## src/rtl/div_unit.sv

```systemverilog
// Iterative radix-2 restoring divider for RV32M DIV/DIVU/REM/REMU in EXECUTE.
// One quotient bit per cycle; divide-by-zero and signed overflow finish in one cycle.
module div_unit #(
  parameter int WIDTH = 32
) (
  input  logic             clk,
  input  logic             rst,
  input  logic             div_en_e,
  input  logic [1:0]       div_ctrl_e,
  input  logic [WIDTH-1:0] dividend_e,
  input  logic [WIDTH-1:0] divisor_e,
  input  logic             hold,
  input  logic             kill,
  output logic [WIDTH-1:0] result,
  output logic             result_valid,
  output logic             div_stall,
  output logic             busy,
  output logic [1:0]       o_dbg_state
);

  localparam int CNT_W = $clog2(WIDTH);

  typedef enum logic [1:0] {
    S_IDLE = 2'd0,
    S_CALC = 2'd1,
    S_DONE = 2'd2
  } state_t;

  state_t             r_state;
  state_t             w_state_nxt;
  logic [CNT_W-1:0]   r_cnt;
  logic [WIDTH-1:0]   r_rem;
  logic [WIDTH-1:0]   r_quo;
  logic [WIDTH-1:0]   r_dvsr;
  logic               r_neg_q;
  logic               r_neg_r;
  logic               r_sel_rem;
  logic [WIDTH-1:0]   r_result;

  logic               w_signed;
  logic [WIDTH-1:0]   w_a_mag;
  logic [WIDTH-1:0]   w_b_mag;
  logic               w_div_zero;
  logic               w_ovf;
  logic [WIDTH:0]     w_trial;
  logic [WIDTH-1:0]   w_rem_nxt;
  logic [WIDTH-1:0]   w_quo_nxt;
  logic [WIDTH-1:0]   w_q_fix;
  logic [WIDTH-1:0]   w_r_fix;

  assign w_signed   = ~div_ctrl_e[0];
  assign w_a_mag    = (w_signed && dividend_e[WIDTH-1]) ? -dividend_e : dividend_e;
  assign w_b_mag    = (w_signed && divisor_e[WIDTH-1])  ? -divisor_e  : divisor_e;
  assign w_div_zero = (divisor_e == '0);
  assign w_ovf      = w_signed && (dividend_e == {1'b1, {(WIDTH-1){1'b0}}}) &&
                      (divisor_e == '1);

  // Partial remainder stays below the divisor, so a non-negative trial fits in WIDTH bits.
  assign w_trial   = {r_rem, r_quo[WIDTH-1]} - {1'b0, r_dvsr};
  assign w_rem_nxt = w_trial[WIDTH] ? {r_rem[WIDTH-2:0], r_quo[WIDTH-1]} : w_trial[WIDTH-1:0];
  assign w_quo_nxt = {r_quo[WIDTH-2:0], ~w_trial[WIDTH]};
  assign w_q_fix   = r_neg_q ? -w_quo_nxt : w_quo_nxt;
  assign w_r_fix   = r_neg_r ? -w_rem_nxt : w_rem_nxt;

  always_comb begin
    w_state_nxt = r_state;
    case (r_state)
      S_IDLE: if (div_en_e) w_state_nxt = (w_div_zero || w_ovf) ? S_DONE : S_CALC;
      S_CALC: if (r_cnt == '0) w_state_nxt = S_DONE;
      S_DONE: if (!hold) w_state_nxt = S_IDLE;
      default: w_state_nxt = S_IDLE;
    endcase
    if (kill) w_state_nxt = S_IDLE;
  end

  always_ff @(posedge clk) begin
    if (!rst) r_state <= S_IDLE;
    else      r_state <= w_state_nxt;
  end

  always_ff @(posedge clk) begin
    if (!rst) begin
      r_cnt     <= '0;
      r_rem     <= '0;
      r_quo     <= '0;
      r_dvsr    <= '0;
      r_neg_q   <= 1'b0;
      r_neg_r   <= 1'b0;
      r_sel_rem <= 1'b0;
      r_result  <= '0;
    end else if (!kill) begin
      case (r_state)
        S_IDLE: begin
          if (div_en_e) begin
            r_sel_rem <= div_ctrl_e[1];
            r_neg_q   <= w_signed && (dividend_e[WIDTH-1] ^ divisor_e[WIDTH-1]);
            r_neg_r   <= w_signed && dividend_e[WIDTH-1];
            r_quo     <= w_a_mag;
            r_dvsr    <= w_b_mag;
            r_rem     <= '0;
            r_cnt     <= CNT_W'(WIDTH - 1);
            // Special cases bypass the sign fix and land straight in DONE.
            if (w_div_zero)
              r_result <= div_ctrl_e[1] ? dividend_e : '1;
            else if (w_ovf)
              r_result <= div_ctrl_e[1] ? '0 : dividend_e;
          end
        end
        S_CALC: begin
          r_rem <= w_rem_nxt;
          r_quo <= w_quo_nxt;
          r_cnt <= r_cnt - 1'b1;
          if (r_cnt == '0) r_result <= r_sel_rem ? w_r_fix : w_q_fix;
        end
        default: ;
      endcase
    end
  end

  assign result       = r_result;
  assign result_valid = (r_state == S_DONE);
  assign busy         = (r_state != S_IDLE);
  assign div_stall    = div_en_e && (r_state != S_DONE) && !kill;
  assign o_dbg_state  = r_state;

endmodule

```

## config.mk

```make
export PLATFORM = sky130hd
export DESIGN_NAME = div_unit
export DESIGN_NICKNAME = d
export VERILOG_FILES = /design/src/rtl/div_unit.sv
export SDC_FILE = /design/constraint.sdc
export NUM_CORES = 1
export LEC_CHECK = 0
export CELL_PAD_IN_SITES_DETAIL_PLACEMENT = 0
export CELL_PAD_IN_SITES_GLOBAL_PLACEMENT = 1
export CORE_ASPECT_RATIO = 0.8
export CORE_UTILIZATION = 39
export CTS_CLUSTER_SIZE = 24
export DETAILED_ROUTE_END_ITERATION = 8
export DONT_BUFFER_PORTS = 1
export HOLD_SLACK_MARGIN = 0.12
export PLACE_DENSITY = 0.71
export REMOVE_ABC_BUFFERS = 1
export SLEW_MARGIN = 15
export SYNTH_ARGS = -nofsm -noshare
export SYNTH_HDL_FRONTEND = slang
export SYNTH_SLANG_ARGS = --single-unit
```

## constraint.sdc

```tcl
create_clock -name clk -period 10.9 [get_ports clk]
set_input_delay 3.27 -clock clk [delete_from_list [all_inputs] [get_ports clk]]
set_output_delay 3.27 -clock clk [all_outputs]
set_load 0.05 [all_outputs]
```

==> run_results.csv <==
group,metric,value,unit
layout,final_common_cell,"nor2_1",
floorplan,core-area,0.0285,mm2
power,peakVddDrop,0.000103,V
sta,max_freq,135,MHz
grt,grt_max_degree,97,
grt,grt_overflow,0,
worst_hold_path,min_path_cells,2,
sta,finalSetupTns,0,ns
layout,drive_above_1_share,6.80,%
clock_tree,clockBufferDepth,2,
worst_setup_path,cp_slowest_cell,"nor2_1",
floorplan,fp.dieArea,0.0299,mm2
layout,fillers,2986,
sta,tightest_slew,1.05,ns
routing,wl_met3,1.99,mm
logic_synthesis,yosysTopAreaCellShare,24.3,%
place,dp_hpwl,26.6,mm
routing,ant_nets,0,
sta,fin_worst_skew,0.0142,ns
logic_synthesis,ys_warn_count,0,
logic_synthesis,async_flop_share,0,%
logic_synthesis,yosys.area_share.simple,23.1,%
logic_synthesis,syn_area_per_cell,7.34,um2
grt,antenna_found_initial,0,
clock_tree,cts_hold_buf,0,
sta,maxSlewHeadroom,30.2,%
run_status,status,"complete, but fails checks",
clock_tree,cts_resized,0,
routing,first_pass_iters,7,
routing,routedWlPerCell,19.8,um
worst_setup_path,r2r_setup_slack,4.65,ns
worst_setup_path,crit_chain,"nand2b_1 -> nor2_1",
logic_synthesis,synthXorXnorAreaFrac,10.3,%
clock_tree,clock-root-buffer,"clkbuf_16",
sta,rsz0062_at_grt,"no",
run_status,violations,"DRC",
logic_synthesis,synth_compound_area_share,28.2,%
floorplan,die_y,155,um
floorplan,ios,108,
clock_tree,clkSinkCount,138,
logic_synthesis,ys_seq_area_share,24.3,%
floorplan,die-width,193,um
layout,final_cell_mix,"nor2_1, a21oi_1, dfxtp_1, nand2_1, o21ai_0",
sta,fin_crit,7.41,ns
worst_setup_path,critical-path-top-delay-family,"simple AND/OR/NAND/NOR gates",
routing,vias_per_cell,5.94,
grt,grt_pass1_vias,10200,
layout,utilization,43.0,%
logic_synthesis,synth_cells,1553,
routing,drtIter0Drc,878,
logic_synthesis,ys_seq_elements,138,
sta,drv_slew,0,
logic_synthesis,ys_types,93,
power,p_leak,4.44,nW
floorplan,rows,55,
logic_synthesis,synth_fa_ha_area_share,6.66,%
worst_hold_path,hold_class,"reg2reg",
worst_setup_path,critPathMaxStageDelay,0.69,ns
place,io_buffers,0,
worst_hold_path,hp-start,"r_dvsr[26]",
logic_synthesis,synthFlopType,"dfxtp_1",
clock_tree,path_clk_slew,0.06,ns
routing,vias,11100,
sta,timing.final.crit_share,68.0,%
worst_setup_path,crit_type,"in2out",
sta,hold_viol,0,
routing,top_layer_used,"met4",
worst_hold_path,hold_end,"r_dvsr[26]",
layout,nets,1599,
layout,insertedDiodeCount,0,
worst_setup_path,worstPathArrival,4.14,ns
clock_tree,clk_latency,0.44,ns
power,powerDensity,125,mW/mm2
routing,drc,4,
logic_synthesis,synthTopCellsByArea,"dfxtp_1, nor2_1, a21oi_1, xnor2_1, xor2_1",
clock_tree,h-tree-depth,4,
logic_synthesis,synth-edff-count,0,
worst_setup_path,rr_worst_depth,23,
clock_tree,post_cts_buffers,0,
worst_setup_path,critPathBufInv,0,
logic_synthesis,synth_mux_area_share,2.23,%
worst_setup_path,required,7.63,ns
worst_setup_path,r2r-start,"r_quo[31]",
worst_setup_path,start_kind,"input pin",
place,gp_congestion,0.877,
floorplan,initial_core_util,40.0,%
worst_setup_path,critical_path.max_fanout,7,
grt,grt.total_usage,24.9,%
clock_tree,cts_buffers,17,
grt,grt_pass1_wl,57.7,mm
routing,wirelength,37.0,mm
worst_setup_path,r2r_end,"result[28]",
logic_synthesis,synth_top_family_by_area,"compound AO/OA/AOI/OAI gates",
sta,setup_viol,0,
layout,syn_to_final_growth,7.55,%
logic_synthesis,netlist_area,0.0114,mm2
routing,drt-met1-wl,18.0,mm
routing,dr_wl_met2,16.4,mm
logic_synthesis,yosysTopAreaCell,"dfxtp_1",
clock_tree,cts_tree,"done",
worst_setup_path,end_kind,"output pin",
flow_run,cap_viol_max_count,0,
==> final cells by class <==
| type | count | area (um2) | area share, % |
|---|---|---|---|
| inverter | 55 | 211 | 1.73 |
| clock inverter | 8 | 131 | 1.07 |
| clock buffer | 24 | 512 | 4.18 |
| multi-input combinational | 1261 | 8060 | 65.8 |
| sequential | 138 | 2760 | 22.5 |
| timing repair buffer | 15 | 113 | 0.919 |
| tap | 370 | 463 | 3.78 |
==> worst max path at each step <==
stage | end | from | slack [ns] | cells after the start
floorplan | result[25] | divisor_e[6] | 3.24 | 12
global placement | div_stall | kill | 3.48 | 2
detailed placement | div_stall | kill | 3.49 | 2
CTS | div_stall | kill | 3.49 | 2
global route | div_stall | kill | 3.47 | 2
finish | div_stall | kill | 3.49 | 2
==> power by group <==
group | switching, mW | internal (mW) | total, mW
combinational | 0.212 | 0.123 | 0.335
clock | 0.248 | 0.399 | 0.647
sequential | 0.0274 | 0.525 | 0.553
==> metal layers <==
metal  global-route usage [%]  up-vias
met4                     6.14        0
li1                         -     5503
met3                     4.78       38
met1                     35.4     5303
met2                     38.3      279
met5                        0        -
==> logic make-up (layout without fill, tap and decap cells) <==
family	count (synthesis)	in the layout
simple gates	551	551
compound gates	487	487
buf+inv	154	102
flops	138	138
xor+xnor	134	134
fa+ha+maj	65	65
mux	24	24
==> through the flow <==
stage	hold slack (ns)	cell area [um2]	total power, mW	setup slack, ns	cells
2_1_floorplan	0.432	11000	0.813	3.24	1454
3_3_place_gp	0.443	11600	0.894	3.48	1839
3_5_place_dp	0.448	11600	0.895	3.49	1839
4_1_cts	0.456	12200	1.54	3.49	1871
5_1_grt	0.473	12300	1.60	3.47	1871
6_report	0.453	12300	1.53	3.49	1871
==> registers in the layout (all words and copies together), names as in the netlist <==
name	count
r_dvsr	32
r_quo	32
r_sel_rem	1
r_neg_q	1
result	32
r_cnt	5
r_neg_r	1
o_dbg_state	2
r_rem	32
==> cells in the mapped netlist (all sizes together) (19+ instances only) <==
library cell,n
mux2i,19
or3,25
o21ai,96
clkbuf,81
inv,53
ha,39
nor3,44
a211oi,66
o31ai,26
nand2,126
dfxtp,138
a21oi,162
xnor2,72
xor2,62
nand4,19
nor2,224
maj3,25
o211ai,22
(Power assumes the default switching activity.)
